[src/rtl/uart_hex_loader_pkg.sv]
// Shared types and helpers for the UART hex loader:
// ASCII constants, FSM state enums, hex character decoding.
package yrv_loader_pkg;

    localparam logic [7:0] CHAR_AT    = 8'h40;
    localparam logic [7:0] CHAR_SLASH = 8'h2F;
    localparam logic [7:0] CHAR_LF    = 8'h0A;

    typedef enum logic [1:0] {
        TOKEN_IDLE,
        DATA,
        ADDR,
        COMMENT
    } token_state_t;

    typedef enum logic [1:0] {
        RX_IDLE,
        RX_START,
        RX_DATA,
        RX_STOP
    } rx_state_t;

    typedef enum logic [2:0] {
        CC_HEX,
        CC_AT,
        CC_SLASH,
        CC_LF,
        CC_OTHER
    } char_class_t;

    function automatic logic hex_digit_valid(
        input logic [7:0] c
    );
        return (c >= 8'h30 && c <= 8'h39)
            || (c >= 8'h41 && c <= 8'h46)
            || (c >= 8'h61 && c <= 8'h66);
    endfunction

    // Letters a-f / A-F share low nibbles 1-6.
    function automatic logic [3:0] hex_digit_value(
        input logic [7:0] c
    );
        return (c <= 8'h39) ? c[3:0] : c[3:0] + 4'd9;
    endfunction

    function automatic char_class_t char_class(
        input logic [7:0] c
    );
        char_class_t cc;
        cc = CC_OTHER;
        unique case (1'b1)
            hex_digit_valid(c): cc = CC_HEX;
            c == CHAR_AT:       cc = CC_AT;
            c == CHAR_SLASH:    cc = CC_SLASH;
            c == CHAR_LF:       cc = CC_LF;
            default:            cc = CC_OTHER;
        endcase
        return cc;
    endfunction

endpackage

[src/rtl/uart_rx_byte.sv]
// 8N1 UART byte receiver with 2-flop synchroniser.
// Ports: clk, reset_n, rx_i (async line), byte_o, byte_valid_o (1-cycle), stop_err_o (1-cycle).
module uart_rx_byte
    import yrv_loader_pkg::*;
#(
    parameter int BIT_CYCLES = 434
) (
    input  logic       clk,
    input  logic       reset_n,
    input  logic       rx_i,
    output logic [7:0] byte_o,
    output logic       byte_valid_o,
    output logic       stop_err_o
);

    localparam int CW = $clog2(BIT_CYCLES);
    localparam logic [CW-1:0] CNT_HALF = CW'(BIT_CYCLES / 2 - 1);
    localparam logic [CW-1:0] CNT_BIT  = CW'(BIT_CYCLES - 1);

    rx_state_t     state_q;
    logic          meta_q;
    logic          sync_q;
    logic          prev_q;
    logic [CW-1:0] cnt_q;
    logic [2:0]    bit_q;
    logic [7:0]    shift_q;
    logic [7:0]    byte_q;
    logic          valid_q;
    logic          err_q;

    always_ff @(posedge clk or negedge reset_n) begin
        if (!reset_n) begin
            // Synchroniser resets to idle-high so release never looks like a start edge.
            meta_q  <= 1'b1;
            sync_q  <= 1'b1;
            prev_q  <= 1'b1;
            state_q <= RX_IDLE;
            cnt_q   <= '0;
            bit_q   <= '0;
            shift_q <= '0;
            byte_q  <= '0;
            valid_q <= 1'b0;
            err_q   <= 1'b0;
        end else begin
            meta_q  <= rx_i;
            sync_q  <= meta_q;
            prev_q  <= sync_q;
            valid_q <= 1'b0;
            err_q   <= 1'b0;
            unique case (state_q)
                RX_IDLE: begin
                    if (prev_q && !sync_q) begin
                        state_q <= RX_START;
                        cnt_q   <= '0;
                    end
                end
                RX_START: begin
                    if (cnt_q == CNT_HALF) begin
                        cnt_q   <= '0;
                        bit_q   <= '0;
                        state_q <= sync_q ? RX_IDLE : RX_DATA;
                    end else begin
                        cnt_q <= cnt_q + 1'b1;
                    end
                end
                RX_DATA: begin
                    if (cnt_q == CNT_BIT) begin
                        cnt_q   <= '0;
                        shift_q <= {sync_q, shift_q[7:1]};
                        bit_q   <= bit_q + 1'b1;
                        if (bit_q == 3'd7) begin
                            state_q <= RX_STOP;
                        end
                    end else begin
                        cnt_q <= cnt_q + 1'b1;
                    end
                end
                RX_STOP: begin
                    if (cnt_q == CNT_BIT) begin
                        cnt_q   <= '0;
                        state_q <= RX_IDLE;
                        if (sync_q) begin
                            valid_q <= 1'b1;
                            byte_q  <= shift_q;
                        end else begin
                            err_q <= 1'b1;
                        end
                    end else begin
                        cnt_q <= cnt_q + 1'b1;
                    end
                end
                default: state_q <= RX_IDLE;
            endcase
        end
    end

    assign byte_o       = byte_q;
    assign byte_valid_o = valid_q;
    assign stop_err_o   = err_q;

endmodule

[src/rtl/uart_hex_loader.sv]
// Loads ASCII hex text from UART into word memory, holding the MCU in reset meanwhile.
// Ports: clk, reset_n, rx, mem_we/mem_addr/mem_wdata, mcu_reset_n, loading, frame_err.
module uart_hex_loader
    import yrv_loader_pkg::*;
#(
    parameter int CLK_FREQUENCY = 50_000_000,
    parameter int BAUD_RATE     = 115_200,
    parameter int ADDR_WIDTH    = 14,
    parameter int IDLE_TIMEOUT  = 5_000_000
) (
    input  logic                  clk,
    input  logic                  reset_n,
    input  logic                  rx,
    output logic                  mem_we,
    output logic [ADDR_WIDTH-1:0] mem_addr,
    output logic [31:0]           mem_wdata,
    output logic                  mcu_reset_n,
    output logic                  loading,
    output logic                  frame_err
);

    localparam int BIT_CYCLES =
        (CLK_FREQUENCY + BAUD_RATE / 2) / BAUD_RATE;
    localparam int TW = $clog2(IDLE_TIMEOUT);
    localparam logic [TW-1:0] TMO_LAST = TW'(IDLE_TIMEOUT - 1);

    logic [7:0]  rx_byte;
    logic        byte_valid;
    logic        stop_err;

    uart_rx_byte #(
        .BIT_CYCLES(BIT_CYCLES)
    ) u_rx (
        .clk         (clk),
        .reset_n     (reset_n),
        .rx_i        (rx),
        .byte_o      (rx_byte),
        .byte_valid_o(byte_valid),
        .stop_err_o  (stop_err)
    );

    token_state_t          state_q;
    logic [31:0]           acc_q;
    logic [ADDR_WIDTH-1:0] addr_q;
    logic [TW-1:0]         tmo_q;
    logic                  loading_q;
    logic                  mcu_reset_n_q;
    logic                  mem_we_q;
    logic [ADDR_WIDTH-1:0] mem_addr_q;
    logic [31:0]           mem_wdata_q;
    logic                  frame_err_q;

    char_class_t cls;
    logic [3:0]  dig;
    logic        tmo_hit;
    logic        term;
    logic        wr;
    logic        set_addr;

    always_comb begin
        cls      = char_class(rx_byte);
        dig      = hex_digit_value(rx_byte);
        tmo_hit  = loading_q && !byte_valid
                && (tmo_q == TMO_LAST);
        // A timeout ends the pending token like a separator.
        term     = (byte_valid && cls != CC_HEX) || tmo_hit;
        wr       = term && (state_q == DATA);
        set_addr = term && (state_q == ADDR);
    end

    always_ff @(posedge clk or negedge reset_n) begin
        if (!reset_n) begin
            state_q       <= TOKEN_IDLE;
            acc_q         <= '0;
            addr_q        <= '0;
            tmo_q         <= '0;
            loading_q     <= 1'b0;
            mcu_reset_n_q <= 1'b1;
            mem_we_q      <= 1'b0;
            mem_addr_q    <= '0;
            mem_wdata_q   <= '0;
            frame_err_q   <= 1'b0;
        end else begin
            frame_err_q <= frame_err_q | stop_err;

            mem_we_q <= wr;
            if (wr) begin
                mem_addr_q  <= addr_q;
                mem_wdata_q <= acc_q;
            end

            if (byte_valid && !loading_q) begin
                addr_q <= '0;
            end else if (set_addr) begin
                addr_q <= acc_q[ADDR_WIDTH-1:0];
            end else if (wr) begin
                addr_q <= addr_q + 1'b1;
            end

            if (byte_valid || !loading_q || tmo_hit) begin
                tmo_q <= '0;
            end else begin
                tmo_q <= tmo_q + 1'b1;
            end

            if (byte_valid) begin
                loading_q     <= 1'b1;
                mcu_reset_n_q <= 1'b0;
            end else if (tmo_hit) begin
                loading_q     <= 1'b0;
                mcu_reset_n_q <= 1'b1;
            end

            if (tmo_hit) begin
                state_q <= TOKEN_IDLE;
            end else if (byte_valid) begin
                if (state_q == COMMENT) begin
                    if (cls == CC_LF) begin
                        state_q <= TOKEN_IDLE;
                    end
                end else begin
                    unique case (cls)
                        CC_HEX: begin
                            if (state_q == TOKEN_IDLE) begin
                                acc_q   <= {28'd0, dig};
                                state_q <= DATA;
                            end else begin
                                acc_q <= {acc_q[27:0], dig};
                            end
                        end
                        CC_AT: begin
                            acc_q   <= '0;
                            state_q <= ADDR;
                        end
                        CC_SLASH: state_q <= COMMENT;
                        default:  state_q <= TOKEN_IDLE;
                    endcase
                end
            end
        end
    end

    assign mem_we      = mem_we_q;
    assign mem_addr    = mem_addr_q;
    assign mem_wdata   = mem_wdata_q;
    assign mcu_reset_n = mcu_reset_n_q;
    assign loading     = loading_q;
    assign frame_err   = frame_err_q;

endmodule

[config.mk]
export PLATFORM = sky130hd
export DESIGN_NAME = uart_hex_loader
export DESIGN_NICKNAME = d
export VERILOG_FILES = /design/src/rtl/uart_hex_loader_pkg.sv /design/src/rtl/uart_rx_byte.sv /design/src/rtl/uart_hex_loader.sv
export SDC_FILE = /design/constraint.sdc
export NUM_CORES = 1
export LEC_CHECK = 0
export ABC_AREA = 1
export BUFFER_PORTS_ARGS = -buffer_cell sky130_fd_sc_hd__buf_2
export CORE_MARGIN = 5
export CORE_UTILIZATION = 30
export CTS_CLUSTER_DIAMETER = 40
export DETAILED_ROUTE_END_ITERATION = 8
export SETUP_SLACK_MARGIN = 0.5
export SLEW_MARGIN = 20
export SYNTH_ARGS = -nofsm -noshare
export SYNTH_HDL_FRONTEND = slang
export SYNTH_SLANG_ARGS = --single-unit
[constraint.sdc]
create_clock -name clk -period 2.3 [get_ports clk]
set_input_delay 0.23 -clock clk [delete_from_list [all_inputs] [get_ports clk]]
set_output_delay 0.23 -clock clk [all_outputs]
set_load 0.005 [all_outputs]
Word-level counts from Yosys, hierarchy flattened. Cells that the tools add are included.

Register bits: 156. Word-level logic and storage cells: 128. Output and inout bits: 50.

$lt $le $gt $ge: 6. Bitwise operators: 3. Eq/ne operators: 23. Reduce and logical (&&, ||, !) cells: 33. Multiplexer cells: 38. Add/sub/neg operators: 5.

Operators by type and width (count): 32-bit case mux with 2 select lines (1); 14-bit two-way mux (3); 32-bit two-way mux (1); 9-bit two-way mux (3); 9-bit case mux with 3 select lines (1); 23-bit by 1-bit adder with 23-bit output, second input constant (1); 23-bit == test, second input constant (1); 23-bit two-way mux (1); 2-bit two-way mux (11); 8-bit by 7-bit >= comparator with 1-bit output, second input constant (2); 8-bit by 7-bit less-or-equal comparator with 1-bit output, second input constant (2); 14-bit by 1-bit adder with 14-bit output, second input constant (1); 3-bit case mux with 4 select lines (1); 1-bit logical AND (10); 1-bit two-way mux (10); 2-bit by 1-bit inequality test with 1-bit output, second input constant (5); 9-bit by 1-bit adder with 9-bit output, second input constant (1); 9-bit by 8-bit == test with 1-bit output, second input constant (1); 9-bit == test, second input constant (1); 3-bit AND reduction (3); 2-bit == test, second input constant (4); 8-bit by 4-bit == test with 1-bit output, second input constant (1); 8-bit by 6-bit == test with 1-bit output, second input constant (1); 8-bit by 7-bit == test with 1-bit output, second input constant (1); 27 further kinds (41).

Longest topological paths before layout.
Depth in word-level cells: 12. Mapped depth: 16.

Modules after synthesis. Synthesis repeated with hierarchy kept, for this count alone.

Cell total of the unflattened synthesis: 895. Area, all modules: 7546.0 um^2.

Modules (own cells, without submodules): uart_hex_loader (instances 1, cells each 712, area each 5891.9 um^2); uart_rx_byte (instances 1, cells each 183, area each 1654.1 um^2).

Worst setup path before layout. OpenSTA, ideal clock, no wires.

Path type: flip-flop to flip-flop. From: register tmo_q[0]. To: register acc_q[12]. Required time: 2.226 ns. Period minus slack after synthesis: 1.983 ns. Arrival: 1.909 ns. Stages on the path, launching flop included: 13. Path slack: 0.317 ns. Path buffers: 2. Cells stage by stage: dfrtp_1 -> ha_1 -> nand2_1 -> inv_2 -> nand2_1 -> nor2_1 -> nand4_4 -> nand2_1 -> buf_2 -> nor3_4 -> buf_6 -> nand3_2 -> o21ai_2.

Longest elaborated chain between the ends: 4.

RTL lines: start, declared (line uart_hex_loader.sv:45) `logic [TW-1:0] tmo_q;`; start signal, assigned (line uart_hex_loader.sv:103) `tmo_q <= tmo_q + 1'b1;`; 23-bit == test (line uart_hex_loader.sv:64) `&& (tmo_q == TMO_LAST);`; 1-bit logical AND (line uart_hex_loader.sv:64); 1-bit inverter (no line); 4-bit AND reduction (no line); end signal, assigned (line uart_hex_loader.sv:125) `acc_q <= {28'd0, dig};`; end signal, assigned (line uart_hex_loader.sv:128) `acc_q <= {acc_q[27:0], dig};`; end, declared (line uart_hex_loader.sv:43) `logic [31:0] acc_q;`.

No other way between the ends. A chain may end at the register's enable or synchronous reset.

Final worst setup path.
From: register u_rx.byte_q[0], in the netlist u_rx.byte_o[0]. To: register addr_q[0].

Longest elaborated chain between the ends: 11. Elaborated cells on any way between the ends: 23.

RTL lines: start, declared (line uart_rx_byte.sv:27) `logic [7:0] byte_q;`; start signal, assigned (line uart_rx_byte.sv:84) `byte_q <= shift_q;`; 8-bit by 6-bit >= comparator with 1-bit output (tied with other cells) (line uart_hex_loader_pkg.sv:34) `return (c >= 8'h30 && c <= 8'h39)`; 1-bit logical AND (on tied branches) (line uart_hex_loader_pkg.sv:34, uart_hex_loader_pkg.sv:35); 1-bit logical OR (line uart_hex_loader_pkg.sv:35) `|| (c >= 8'h41 && c <= 8'h46)`; 1-bit logical OR (line uart_hex_loader_pkg.sv:36) `|| (c >= 8'h61 && c <= 8'h66);`; 3-bit case mux with 4 select lines (*) (line uart_hex_loader_pkg.sv:51) `unique case (1'b1)`; 3-bit nonzero test (*) (line uart_hex_loader.sv:66) `term = (byte_valid && cls != CC_HEX) || tmo_hit;`; 1-bit logical AND (*) (line uart_hex_loader.sv:66); 1-bit logical OR (*) (line uart_hex_loader.sv:66); 1-bit logical AND (line uart_hex_loader.sv:68) `set_addr = term && (state_q == ADDR);`; 14-bit two-way mux (line uart_hex_loader.sv:94) `end else if (set_addr) begin`; 14-bit two-way mux (line uart_hex_loader.sv:92) `if (byte_valid && !loading_q) begin`; end signal, assigned (line uart_hex_loader.sv:95) `addr_q <= acc_q[ADDR_WIDTH-1:0];`; end signal, assigned (line uart_hex_loader.sv:97) `addr_q <= addr_q + 1'b1;`; end, declared (line uart_hex_loader.sv:44) `logic [ADDR_WIDTH-1:0] addr_q;`.

Every way passes the cells marked *; elsewhere a longest branch is shown, timed or not.

==> results.toml <==
[place]
gp_congestion = 0.807
place_area_mm2 = 0.00843
portBuffers = 52
hpwl_um = 11200

[critical_path]
critPathMaxStageDelay_ns = 0.45
reg2reg_depth = 14
r2r_start = "u_rx.byte_o[0]"
setup.worst_path.start = "u_rx.byte_o[0]"
regToRegSetupSlack_ns = 0.19
crit_arrival_ns = 2.47
critPathLaunchType = "register"
cp.required_ns = 2.66
path_cells = "buf_4 > nor2_1 > nand3_1 > o21ai_2 > nand2_2 > nand3_4 > buf_6 > nand3_4 > o211ai_4 > inv_2 > nor2_4 > buf_6 > nand2_1 > nand2_1"
critPathCaptureType = "register"
timing.rr.end = "addr_q[0]"
critPathKind = "register to register"
endpoint = "addr_q[0]"
cpMaxStageDelayCell = "dfrtp_2"
crit_fanout = 6

[synthesis]
syn_avg_cell_area_um2 = 8.60
syn_area_mm2 = 0.00752
syn_nets = 893
synth_cells = 874
ys_seq_elements = 156
ys_seq_area_frac = 0.520
yosys_warnings = 0
synth.distinct_cells = 42

[pwr]
power_frac_clock = 0.470
sequentialPowerShare = 0.442
p_comb_frac = 0.088
p_per_area_mw_per_mm2 = 635
p_leak_nw = 4.82
internal_power_mw = 4.76
vdd_drop_max_uv = 446
total_power_mw = 6.40
switching_share = 0.257
p_switching_mw = 1.64

[hold_path]
min_path_type = "input port to asynchronous set/reset pin"

[sta]
finalCriticalPeriod_ns = 2.11
worst_pin_slew_ns = 0.565
holdWs_ns = 0.264
fin_worst_skew_ns = 0.0124
rsz0062_at_grt = "yes"
fmax_mhz = 473
slew_headroom = 0.622
drv_slew = 0
finalSetupViolations = 0
min_period_over_period = 0.919
final_hold_viol_count = 0

[die]
die_h_um = 168
dieWidth_um = 168
core_area_mm2 = 0.0249
ioPinCount = 53
initial_core_util = 0.302
die-area_mm2 = 0.0283
row_count = 58

[grt]
grt_max_degree = 66
grt_pass1_wl_um = 29000
grt_overflow = 0
antenna_found_initial = 0
grt_pass1_vias = 5844
grt_use_total = 0.122

[route]
vias = 6218
wl_per_cell_um = 13.3
first_pass_iters = 4
postRouteAntennaNets = 0
dr.max_layer_used = "met4"
met2_wirelength_um = 8370
drcViolationCount = 0
wirelength_um = 17900
wl_met3_um = 597
routed_via_density = 4.62
drtIter0Drc = 646
wl_met1_um = 8690

[layout]
area_delta_synth_final_pct = 34.2
layout-drive-gt1-share = 0.319
final_area_mm2 = 0.0101
nets = 1023
utilization = 0.405
antennaDiodeCount = 0

[clock_network]
path_clk_slew_ns = 0.06
clock-sinks = 156
h-tree-depth = 4
cts_tree = "done"
cts-root-buf = "clkbuf_16"
insertion_delay_ns = 0.43
cts_buffers = 17
clk_path_buf_depth = 2

[run]
drv_cap = 0

[run_status]
status = "finished clean"
-- sequential cells by signal (all words and copies together), names as in the netlist, named ones only --
name and flops:
u_rx.prev_q 1, u_rx.byte_o 8, frame_err 1, u_rx.state_q 1, addr_q 14, state_q 2, loading 1, u_rx.bit_q 3
u_rx.meta_q 1, mem_wdata 32, tmo_q 23, u_rx.sync_q 1, acc_q 32, mem_addr 14, u_rx.shift_q 8, mcu_reset_n 1
u_rx.byte_valid_o 1, u_rx.stop_err_o 1, u_rx.cnt_q 9, mem_we 1
-- cells in the final DEF (no fill, tap or decap), types with 5 or more instances in the layout --
master,Yosys,final
a21oi_1,21,19
buf_12,0,9
buf_2,11,51
buf_4,3,53
buf_6,2,12
clkbuf_16,0,22
dfrtp_1,152,148
ha_1,16,13
inv_1,77,69
inv_2,14,19
inv_8,0,5
nand2_1,248,214
nand2_2,4,25
nand2_4,0,13
nand3_1,46,41
nand3_2,22,24
nand3_4,2,5
nand4_1,24,24
nor2_1,50,38
nor2_2,7,13
nor2_4,0,6
nor3_1,20,16
o21ai_0,65,44
o21ai_1,18,23
o21ai_2,3,19
o22ai_1,5,5
xor2_1,21,21
-- power by group through the flow --
stage          Clock, mW  Combinational [mW]  Sequential (mW)
2_1_floorplan          0               0.296             2.88
3_3_place_gp           0               0.442             2.88
3_5_place_dp           0               0.445             2.88
4_1_cts             3.06               0.472             2.83
5_1_grt             3.18               0.647             2.84
6_report            3.01               0.562             2.83
-- layout make-up --
type                       instances  area (um^2)
clock buffer                      18          429
clock inverter                    14          198
fill                            2409        14800
inverter                          93          368
multi-input combinational        599         3570
sequential                       156         3910
tap                              330          413
timing repair buffer             136         1190
timing repair inverter             1         7.51
-- layer usage --
| metal | vias up | track usage |
|---|---|---|
| li1 | 3121 | - |
| met1 | 2994 | 0.174 |
| met2 | 90 | 0.188 |
| met3 | 13 | 0.0235 |
| met4 | 0 | 0.0399 |
| met5 | - | 0 |
-- Yosys cell counts, drive strengths merged --
master | number | area share
nor3 | 22 | 0.017
o21ai | 87 | 0.061
a2bb2oi | 1 | 0.0012
or3 | 1 | 0.00083
o21a | 1 | 0.0010
xor2 | 21 | 0.024
nor3b | 1 | 0.0010
nand3b | 1 | 0.0010
ha | 16 | 0.027
nor2 | 57 | 0.031
nand3 | 70 | 0.065
nand4 | 26 | 0.024
nand2 | 252 | 0.13
o211ai | 1 | 0.0017
mux2 | 1 | 0.0015
clkbuf | 9 | 0.0045
inv | 91 | 0.045
buf | 18 | 0.014
a31oi | 3 | 0.0025
nor4 | 6 | 0.0050
clkinv | 2 | 0.0010
dfstp | 4 | 0.014
a21oi | 21 | 0.014
o22ai | 5 | 0.0042
or2 | 2 | 0.0017
dfrtp | 152 | 0.51
xnor2 | 3 | 0.0035
-- worst min-delay path by stage --
| stage | startpoint | to | cells past startpoint |
|---|---|---|---|
| finish | reset_n | u_rx.bit_q[1] | 2 |
| global route | reset_n | u_rx.cnt_q[0] | 2 |
| CTS | reset_n | u_rx.cnt_q[0] | 2 |
| detailed placement | reset_n | u_rx.bit_q[1] | 1 |
| global placement | reset_n | u_rx.bit_q[1] | 1 |
| floorplan | reset_n | asynchronous set/reset pin | 0 |
-- through the flow --
step	TNS [ns]	std cells	setup WS (ns)
floorplan	0	874	0.343
global placement	-2.08	1268	-0.211
detailed placement	-4.82	1268	-0.275
CTS	0	1327	0.179
global route	0	1347	0.0642
finish	0	1347	0.187
-- kinds of logic (layout without fill, tap and decap cells) --
kind of cell,after synthesis,after routing,synth area share
mux,1,1,0.00150
flops,156,156,0.520
compound gates,119,119,0.0854
buf+inv,120,262,0.0652
xor+xnor,24,24,0.0280
fa+ha+maj,16,16,0.0266
simple gates,438,439,0.273
-- repair_timing --
item                       4_1_cts  5_1_grt
hold buffers                     2        0
cloned                           4        6
setup endpoints to repair      105      137
pin swaps                       19       19
gates resized for setup         74       91
buffers inserted                21       14
hold endpoints to repair        34        0
-- worst max-delay path: cells and delay by family (launching register included) --
family          cells  cell delay, ns
flops               1            0.45
simple gates        8            0.78
compound gates      2            0.29
buf+inv             4            0.51
Note: power is estimated with default switching activity, not from simulation.
